`src/rtl/mult_div_unit_if.sv`:
```
// Operation/result bundle between the EX-stage issue logic and mult_div_unit.
interface mult_div_unit_if #(parameter int WIDTH = 32);
   logic             Start;
   logic [1:0]       Op;
   logic [WIDTH-1:0] Operand_A;
   logic [WIDTH-1:0] Operand_B;
   logic             Flush;
   logic             Hi_Write;
   logic             Lo_Write;
   logic [WIDTH-1:0] Write_Data;
   logic [WIDTH-1:0] HI;
   logic [WIDTH-1:0] LO;
   logic             Busy;
   logic             Done;
   logic             Div_By_Zero;
   logic             Stall_Request;

   modport master (
      output Start, Op, Operand_A, Operand_B, Flush, Hi_Write, Lo_Write, Write_Data,
      input  HI, LO, Busy, Done, Div_By_Zero, Stall_Request
   );

   modport slave (
      input  Start, Op, Operand_A, Operand_B, Flush, Hi_Write, Lo_Write, Write_Data,
      output HI, LO, Busy, Done, Div_By_Zero, Stall_Request
   );
endinterface

```
`src/rtl/mult_div_unit.sv`:
```
// Iterative MIPS32 MULT/MULTU/DIV/DIVU unit owning HI/LO; one shift step per cycle.
// Optional zero-operand early out is enabled by defining MULDIV_EARLY_OUT_EN.
module mult_div_unit #(
   parameter int WIDTH    = 32,
   parameter int CNT_BITS = 6
) (
   input  logic          Clk,
   input  logic          Reset,
   mult_div_unit_if.slave bus
);

   typedef enum logic [1:0] {S_IDLE, S_CALC, S_FIX, S_DONE} state_e;

   state_e                state_q, state_d;
   logic [CNT_BITS-1:0]   cnt_q, cnt_d;
   // Upper half: partial product / remainder; lower half: multiplier / quotient.
   logic [2*WIDTH-1:0]    prod_q, prod_d;
   logic [WIDTH-1:0]      addend_q, addend_d;
   logic                  is_div_q, is_div_d;
   logic                  neg_q, neg_d;
   logic                  neg_rem_q, neg_rem_d;
   logic                  dbz_q, dbz_d;
   logic                  busy_q, busy_d;
   logic [WIDTH-1:0]      hi_q, hi_d;
   logic [WIDTH-1:0]      lo_q, lo_d;

   logic                  op_signed, sign_a, sign_b, op_div;
   logic [WIDTH-1:0]      mag_a, mag_b;
   logic [WIDTH:0]        mul_sum, rem_sh, rem_diff;
   logic [2*WIDTH-1:0]    prod_fix;
   logic [WIDTH-1:0]      quo_fix, rem_fix;

   assign op_div    = bus.Op[1];
   assign op_signed = ~bus.Op[0];
   assign sign_a    = op_signed & bus.Operand_A[WIDTH-1];
   assign sign_b    = op_signed & bus.Operand_B[WIDTH-1];
   assign mag_a     = sign_a ? -bus.Operand_A : bus.Operand_A;
   assign mag_b     = sign_b ? -bus.Operand_B : bus.Operand_B;

   assign mul_sum  = {1'b0, prod_q[2*WIDTH-1:WIDTH]} + {1'b0, (prod_q[0] ? addend_q : '0)};
   assign rem_sh   = prod_q[2*WIDTH-1:WIDTH-1];
   assign rem_diff = rem_sh - {1'b0, addend_q};

   assign prod_fix = neg_q ? -prod_q : prod_q;
   assign quo_fix  = neg_q ? -prod_q[WIDTH-1:0] : prod_q[WIDTH-1:0];
   assign rem_fix  = neg_rem_q ? -prod_q[2*WIDTH-1:WIDTH] : prod_q[2*WIDTH-1:WIDTH];

   always_comb begin
      // NOTE: every next-state value gets a default first so no path infers a latch.
      state_d   = state_q;
      cnt_d     = cnt_q;
      prod_d    = prod_q;
      addend_d  = addend_q;
      is_div_d  = is_div_q;
      neg_d     = neg_q;
      neg_rem_d = neg_rem_q;
      dbz_d     = dbz_q;
      busy_d    = busy_q;
      hi_d      = hi_q;
      lo_d      = lo_q;

      if (bus.Flush) begin
         state_d = S_IDLE;
         busy_d  = 1'b0;
      end else begin
         unique case (state_q)
            S_IDLE: begin
               if (bus.Hi_Write) hi_d = bus.Write_Data;
               if (bus.Lo_Write) lo_d = bus.Write_Data;
               if (bus.Start) begin
                  is_div_d  = op_div;
                  neg_d     = sign_a ^ sign_b;
                  neg_rem_d = sign_a;
                  dbz_d     = op_div & (bus.Operand_B == '0);
                  prod_d    = {{WIDTH{1'b0}}, (op_div ? mag_a : mag_b)};
                  addend_d  = op_div ? mag_b : mag_a;
                  cnt_d     = CNT_BITS'(WIDTH - 1);
                  busy_d    = 1'b1;
                  state_d   = S_CALC;
`ifdef MULDIV_EARLY_OUT_EN
                  // A zeroed accumulator makes FIX produce the zero result (and the
                  // divide-by-zero override) while keeping the two-cycle latency.
                  if ((bus.Operand_A == '0) || (!op_div && (bus.Operand_B == '0))) begin
                     prod_d  = '0;
                     state_d = S_FIX;
                  end
`endif
               end
            end
            S_CALC: begin
               if (is_div_q) begin
                  if (!rem_diff[WIDTH]) prod_d = {rem_diff[WIDTH-1:0], prod_q[WIDTH-2:0], 1'b1};
                  else                  prod_d = {rem_sh[WIDTH-1:0],   prod_q[WIDTH-2:0], 1'b0};
               end else begin
                  prod_d = {mul_sum, prod_q[WIDTH-1:1]};
               end
               cnt_d = cnt_q - 1'b1;
               if (cnt_q == '0) state_d = S_FIX;
            end
            S_FIX: begin
               if (is_div_q) begin
                  hi_d = rem_fix;
                  lo_d = dbz_q ? '1 : quo_fix;
               end else begin
                  hi_d = prod_fix[2*WIDTH-1:WIDTH];
                  lo_d = prod_fix[WIDTH-1:0];
               end
               busy_d  = 1'b0;
               state_d = S_DONE;
            end
            S_DONE:  state_d = S_IDLE;
            default: state_d = S_IDLE;
         endcase
      end
   end

   always_ff @(posedge Clk) begin
      // NOTE: sequential state uses non-blocking assignments only.
      if (Reset) begin
         state_q   <= S_IDLE;
         cnt_q     <= '0;
         prod_q    <= '0;
         addend_q  <= '0;
         is_div_q  <= 1'b0;
         neg_q     <= 1'b0;
         neg_rem_q <= 1'b0;
         dbz_q     <= 1'b0;
         busy_q    <= 1'b0;
         hi_q      <= '0;
         lo_q      <= '0;
      end else begin
         state_q   <= state_d;
         cnt_q     <= cnt_d;
         prod_q    <= prod_d;
         addend_q  <= addend_d;
         is_div_q  <= is_div_d;
         neg_q     <= neg_d;
         neg_rem_q <= neg_rem_d;
         dbz_q     <= dbz_d;
         busy_q    <= busy_d;
         hi_q      <= hi_d;
         lo_q      <= lo_d;
      end
   end

   assign bus.HI            = hi_q;
   assign bus.LO            = lo_q;
   assign bus.Busy          = busy_q;
   assign bus.Done          = (state_q == S_DONE);
   assign bus.Div_By_Zero   = (state_q == S_DONE) & dbz_q;
   assign bus.Stall_Request = busy_q | (bus.Start & (state_q == S_IDLE));

endmodule

```
`src/flat_wrapper.sv`:
```
// flat-port wrapper written by rule: the top's interface ports become plain ports
module mult_div_unit_flat 
#(
   parameter int WIDTH    = 32,
   parameter int CNT_BITS = 6
)
  (Clk, Reset, bus_Start, bus_Op, bus_Operand_A, bus_Operand_B, bus_Flush, bus_Hi_Write, bus_Lo_Write, bus_Write_Data, bus_HI, bus_LO, bus_Busy, bus_Done, bus_Div_By_Zero, bus_Stall_Request);
  mult_div_unit_if #(.WIDTH(WIDTH)) bus_i ();
  input  logic Clk;
  input  logic Reset;
  input wire logic [$bits(bus_i.Start)-1:0] bus_Start;
  input wire logic [$bits(bus_i.Op)-1:0] bus_Op;
  input wire logic [$bits(bus_i.Operand_A)-1:0] bus_Operand_A;
  input wire logic [$bits(bus_i.Operand_B)-1:0] bus_Operand_B;
  input wire logic [$bits(bus_i.Flush)-1:0] bus_Flush;
  input wire logic [$bits(bus_i.Hi_Write)-1:0] bus_Hi_Write;
  input wire logic [$bits(bus_i.Lo_Write)-1:0] bus_Lo_Write;
  input wire logic [$bits(bus_i.Write_Data)-1:0] bus_Write_Data;
  output wire logic [$bits(bus_i.HI)-1:0] bus_HI;
  output wire logic [$bits(bus_i.LO)-1:0] bus_LO;
  output wire logic [$bits(bus_i.Busy)-1:0] bus_Busy;
  output wire logic [$bits(bus_i.Done)-1:0] bus_Done;
  output wire logic [$bits(bus_i.Div_By_Zero)-1:0] bus_Div_By_Zero;
  output wire logic [$bits(bus_i.Stall_Request)-1:0] bus_Stall_Request;
  assign bus_i.Start = bus_Start;
  assign bus_i.Op = bus_Op;
  assign bus_i.Operand_A = bus_Operand_A;
  assign bus_i.Operand_B = bus_Operand_B;
  assign bus_i.Flush = bus_Flush;
  assign bus_i.Hi_Write = bus_Hi_Write;
  assign bus_i.Lo_Write = bus_Lo_Write;
  assign bus_i.Write_Data = bus_Write_Data;
  assign bus_HI = bus_i.HI;
  assign bus_LO = bus_i.LO;
  assign bus_Busy = bus_i.Busy;
  assign bus_Done = bus_i.Done;
  assign bus_Div_By_Zero = bus_i.Div_By_Zero;
  assign bus_Stall_Request = bus_i.Stall_Request;
  mult_div_unit #(.WIDTH(WIDTH), .CNT_BITS(CNT_BITS)) u_core (.Clk(Clk), .Reset(Reset), .bus(bus_i));
endmodule
```
`config.mk`:
```
export PLATFORM = sky130hd
export DESIGN_NAME = mult_div_unit_flat
export DESIGN_NICKNAME = d
export VERILOG_FILES = /design/src/rtl/mult_div_unit_if.sv /design/src/rtl/mult_div_unit.sv /design/src/flat_wrapper.sv
export SDC_FILE = /design/constraint.sdc
export NUM_CORES = 1
export LEC_CHECK = 0
export ABC_CLOCK_PERIOD_IN_PS = 3600
export BUFFER_PORTS_ARGS = -buffer_cell sky130_fd_sc_hd__buf_2
export CELL_PAD_IN_SITES_DETAIL_PLACEMENT = 2
export CELL_PAD_IN_SITES_GLOBAL_PLACEMENT = 2
export CORE_MARGIN = 2
export CORE_UTILIZATION = 35
export CTS_CLUSTER_SIZE = 30
export DETAILED_ROUTE_END_ITERATION = 16
export PLACE_DENSITY = 0.9
export SETUP_SLACK_MARGIN = 0.15
export SLEW_MARGIN = 40
export SYNTH_ARGS = -nofsm -noshare
export SYNTH_HDL_FRONTEND = slang
export SYNTH_SLANG_ARGS = --single-unit
```
`constraint.sdc`:
```
create_clock -name Clk -period 3.6 [get_ports Clk]
set_clock_uncertainty 0.15 [all_clocks]
set_input_delay 0.18 -clock Clk [delete_from_list [all_inputs] [get_ports Clk]]
set_output_delay 0.18 -clock Clk [all_outputs]
set_load 0.02 [all_outputs]
```
==> impl_metrics.tcl <==
set metrics [dict create \
    status "finished, violations left" \
    wl_met2_um 44400 \
    slew_headroom_pct 38.3 \
    place.gp.congestion 0.909 \
    async_reset_ff_share_pct 0 \
    cts-root-buf "clkbuf_16" \
    drt_pass1_iterations 5 \
    cts_made_buffers 17 \
    synthMuxAreaShare_pct 5.08 \
    critPathLaunchType "register" \
    die-area_mm2 0.0439 \
    layout-drive-gt1-share_pct 20.2 \
    yosys.area_share.simple_pct 20.8 \
    final-setup-viol-count 26 \
    htreeDepth 4 \
    worstPathArrival_ps 4030 \
    fin_crit_ps 3830 \
    drc 0 \
    clock.fmax_mhz 261 \
    nets 2380 \
    place_area_mm2 0.0165 \
    power_density_mw_per_mm2 353 \
    max-clock-path-buffers 2 \
    slew_violations 0 \
    crit_required_ps 3790 \
    synth_flop_cell "dfxtp_1" \
    io_pins 172 \
    fin_crit_sh_pct 107 \
    synth_top_family_by_area "compound AO/OA/AOI/OAI gates" \
    crit_fanout 12 \
    synth_top_area_cell "dfxtp_1" \
    drtIter0Drc 2614 \
    dr_total_vias 20000 \
    vdd_drop_max_mv 0.395 \
    crit_type "register to register" \
    cts_tree "done" \
    start_util_pct 35.4 \
    dp_hpwl_um 59000 \
    p_leak_uw 0.00727 \
    grt.total_usage_pct 41.5 \
    critPathMaxStageDelay_ps 630 \
    cts.clk_slew.worst_paths_ps 80 \
    tns_ps -2530 \
    ys_ff_latch 173 \
    top_layer "met5" \
    violations "setup timing" \
    grt_pass1_vias 20300 \
    p_total_uw 6350 \
    fp.dieW_um 209 \
    slowest_stage "dfxtp_1" \
    vias_per_cell 7.26 \
    synth_area_leaders "dfxtp_1 23%, a21oi_1 7.2%, ha_1 6.3%, xnor2_1 6.2%, nand2_1 5.4%" \
    post_synth_xor_area_fraction_pct 10.3 \
    clock_latency_ps 520 \
    io_buffers 171 \
    rsz0062_at_grt "yes" \
    grt_pass1_wl_um 137000 \
    syn_area_mm2 0.0148 \
    finalWorstSetupSlack_ps -235 \
    drt_wl_total_um 103000 \
    hold_path.class "input pin to register" \
    syn_inst 2010 \
    final_common_cell "nand2_1" \
    synth_compound_area_share_pct 28.4 \
    routedWlPerCell_um 37.2 \
    postLayoutCellArea_mm2 0.0180 \
    grt_overflow 0 \
    ant_nets 0 \
    grt_max_degree 80 \
    pre_cts_slack_ps -34.9 \
    synth_area_per_cell_um2 7.35 \
    worst-path-buf-inv 3 \
    yosysWarnings 0 \
    final_cell_mix "210 x nand2_1, 204 x nor2_1, 195 x a21oi_1" \
    end_kind "register" \
    postLayoutCoreUtil_pct 43.1 \
    final_hold_viol_count 0 \
    cts_num_sinks 173 \
    wl_met3_um 11300 \
    synth_top_area_share_pct 23.5 \
    tightestPinTransition_ps 924 \
    path_cells "ha_1 -> nand2_1 -> nor3_1 -> nand3_1 -> o21a_4 -> o211ai_4 -> buf_12 -> buf_4 -> clkbuf_16 -> a21oi_1 -> o21ai_0" \
    area_delta_synth_final_pct 21.9 \
    cp_top_family "compound AO/OA/AOI/OAI gates" \
    synth_seq_area_share_pct 23.5 \
    rows 75 \
    syn_nets 2190 \
    synth_edf_count 0 \
    core_area_mm2 0.0418 \
    synth_adder_area_share_pct 6.54 \
    synth_cell_types 85 \
    m1WireLength_um 36300 \
    drv_cap 0 \
    die_h_um 209 \
    antenna_found_initial 9 \
]
-- state kept, by name (all words and copies together), names as in the netlist --
name              count
u_core.addend_q      32
u_core.is_div_q       1
u_core.cnt_q          6
u_core.neg_q          1
u_core.state_q        2
u_core.dbz_q          1
u_core.prod_q        64
u_core.bus.Busy       1
u_core.bus.LO        32
u_core.bus.HI        32
u_core.neg_rem_q      1
-- metal layers --
layer / vias to the layer above / GRT usage [%]
met1: 9722 / 47.5
li1: 7681 / -
met2: 1829 / 66.7
met3: 777 / 11.1
met4: 10 / 30.9
met5: - / 0
-- area by class of cell --
| cell class | count | area (um2) |
|---|---|---|
| clock inverters | 12 | 115 |
| inverters | 77 | 292 |
| well taps | 539 | 674 |
| repair buffers | 299 | 2010 |
| clock buffers | 20 | 447 |
| fillers | 4662 | 23800 |
| multi-input cells | 1632 | 11000 |
| flip-flops and latches | 173 | 3480 |
| diodes | 4 | 10.0 |
-- report_power, final --
part	switching (uW)	total, uW	internal, uW
Clock	1090	2030	939
Combinational	1500	2160	662
Sequential	139	2160	2020
-- through the flow --
step / hold WS [ps] / std cells
2_1_floorplan: 227 / 2010
3_3_place_gp: 284 / 2679
3_5_place_dp: 297 / 2679
4_1_cts: 6.28 / 2741
5_1_grt: 22.1 / 2753
6_report: 9.39 / 2756
-- worst reg2reg max path, stage by stage, from the launching register on --
cell and delay [ps]:
dfxtp_1 630, ha_1 430, nand2_1 220, nor3_1 440
nand3_1 280, o21a_4 310, o211ai_4 210, buf_12 160
buf_4 120, clkbuf_16 170, a21oi_1 100, o21ai_0 450
-- cell usage after synthesis (5+ instances only) --
cell      instances
a211o_1           5
a211oi_1         42
a21o_1           20
a21oi_1         212
a221o_1           5
a22oi_1          22
a31oi_1          34
and2_1           13
and3_1           10
buf_1            13
buf_2             7
clkbuf_1        104
dfxtp_1         173
ha_1             74
inv_1            76
mux2_2           19
mux2i_1          52
nand2_1         211
nand2b_1         18
nand3_1          27
nand4_1          14
nor2_1          210
nor2b_1          10
nor3_1           56
nor3b_1          10
nor4_1           18
nor4b_1           6
o211ai_1         16
o21a_1           16
o21ai_0         140
o21ai_1           9
o21bai_1          7
o221ai_1         38
o22ai_1          10
o31a_1            5
o31ai_1          22
o41ai_1          12
or3_1             8
or4_1             8
xnor2_1         104
xor2_1           70
-- cells by family after synthesis --
group	count (synthesis)
AO/OA/AOI/OAI	662
multiplexers	72
AND/OR/NAND/NOR	648
XOR/XNOR	174
flip-flops	173
buffers and inverters	205
adder cells (fa/ha/maj)	76
-- what timing repair did --
action / in CTS / in global routing
endpoints found under the setup margin: 33 / 37
endpoints found under the hold margin: 39 / 0
setup buffers: 2 / 9
resized for setup: 28 / 83
hold buffers: 28 / 0
gates cloned: 0 / 2
pin swaps: 2 / 19
-- final timing paths --
check	end	startpoint	cells past startpoint	slack, ps
max	u_core.prod_q[49]	u_core.prod_q[51]	11	-230
min	u_core.addend_q[30]	bus_Operand_A[30]	4	9
max reg2reg	u_core.prod_q[49]	u_core.prod_q[51]	11	-230
min reg2reg	u_core.bus.HI[16]	u_core.bus.HI[16]	1	310
No activity file was read; power rests on OpenSTA's default activity.
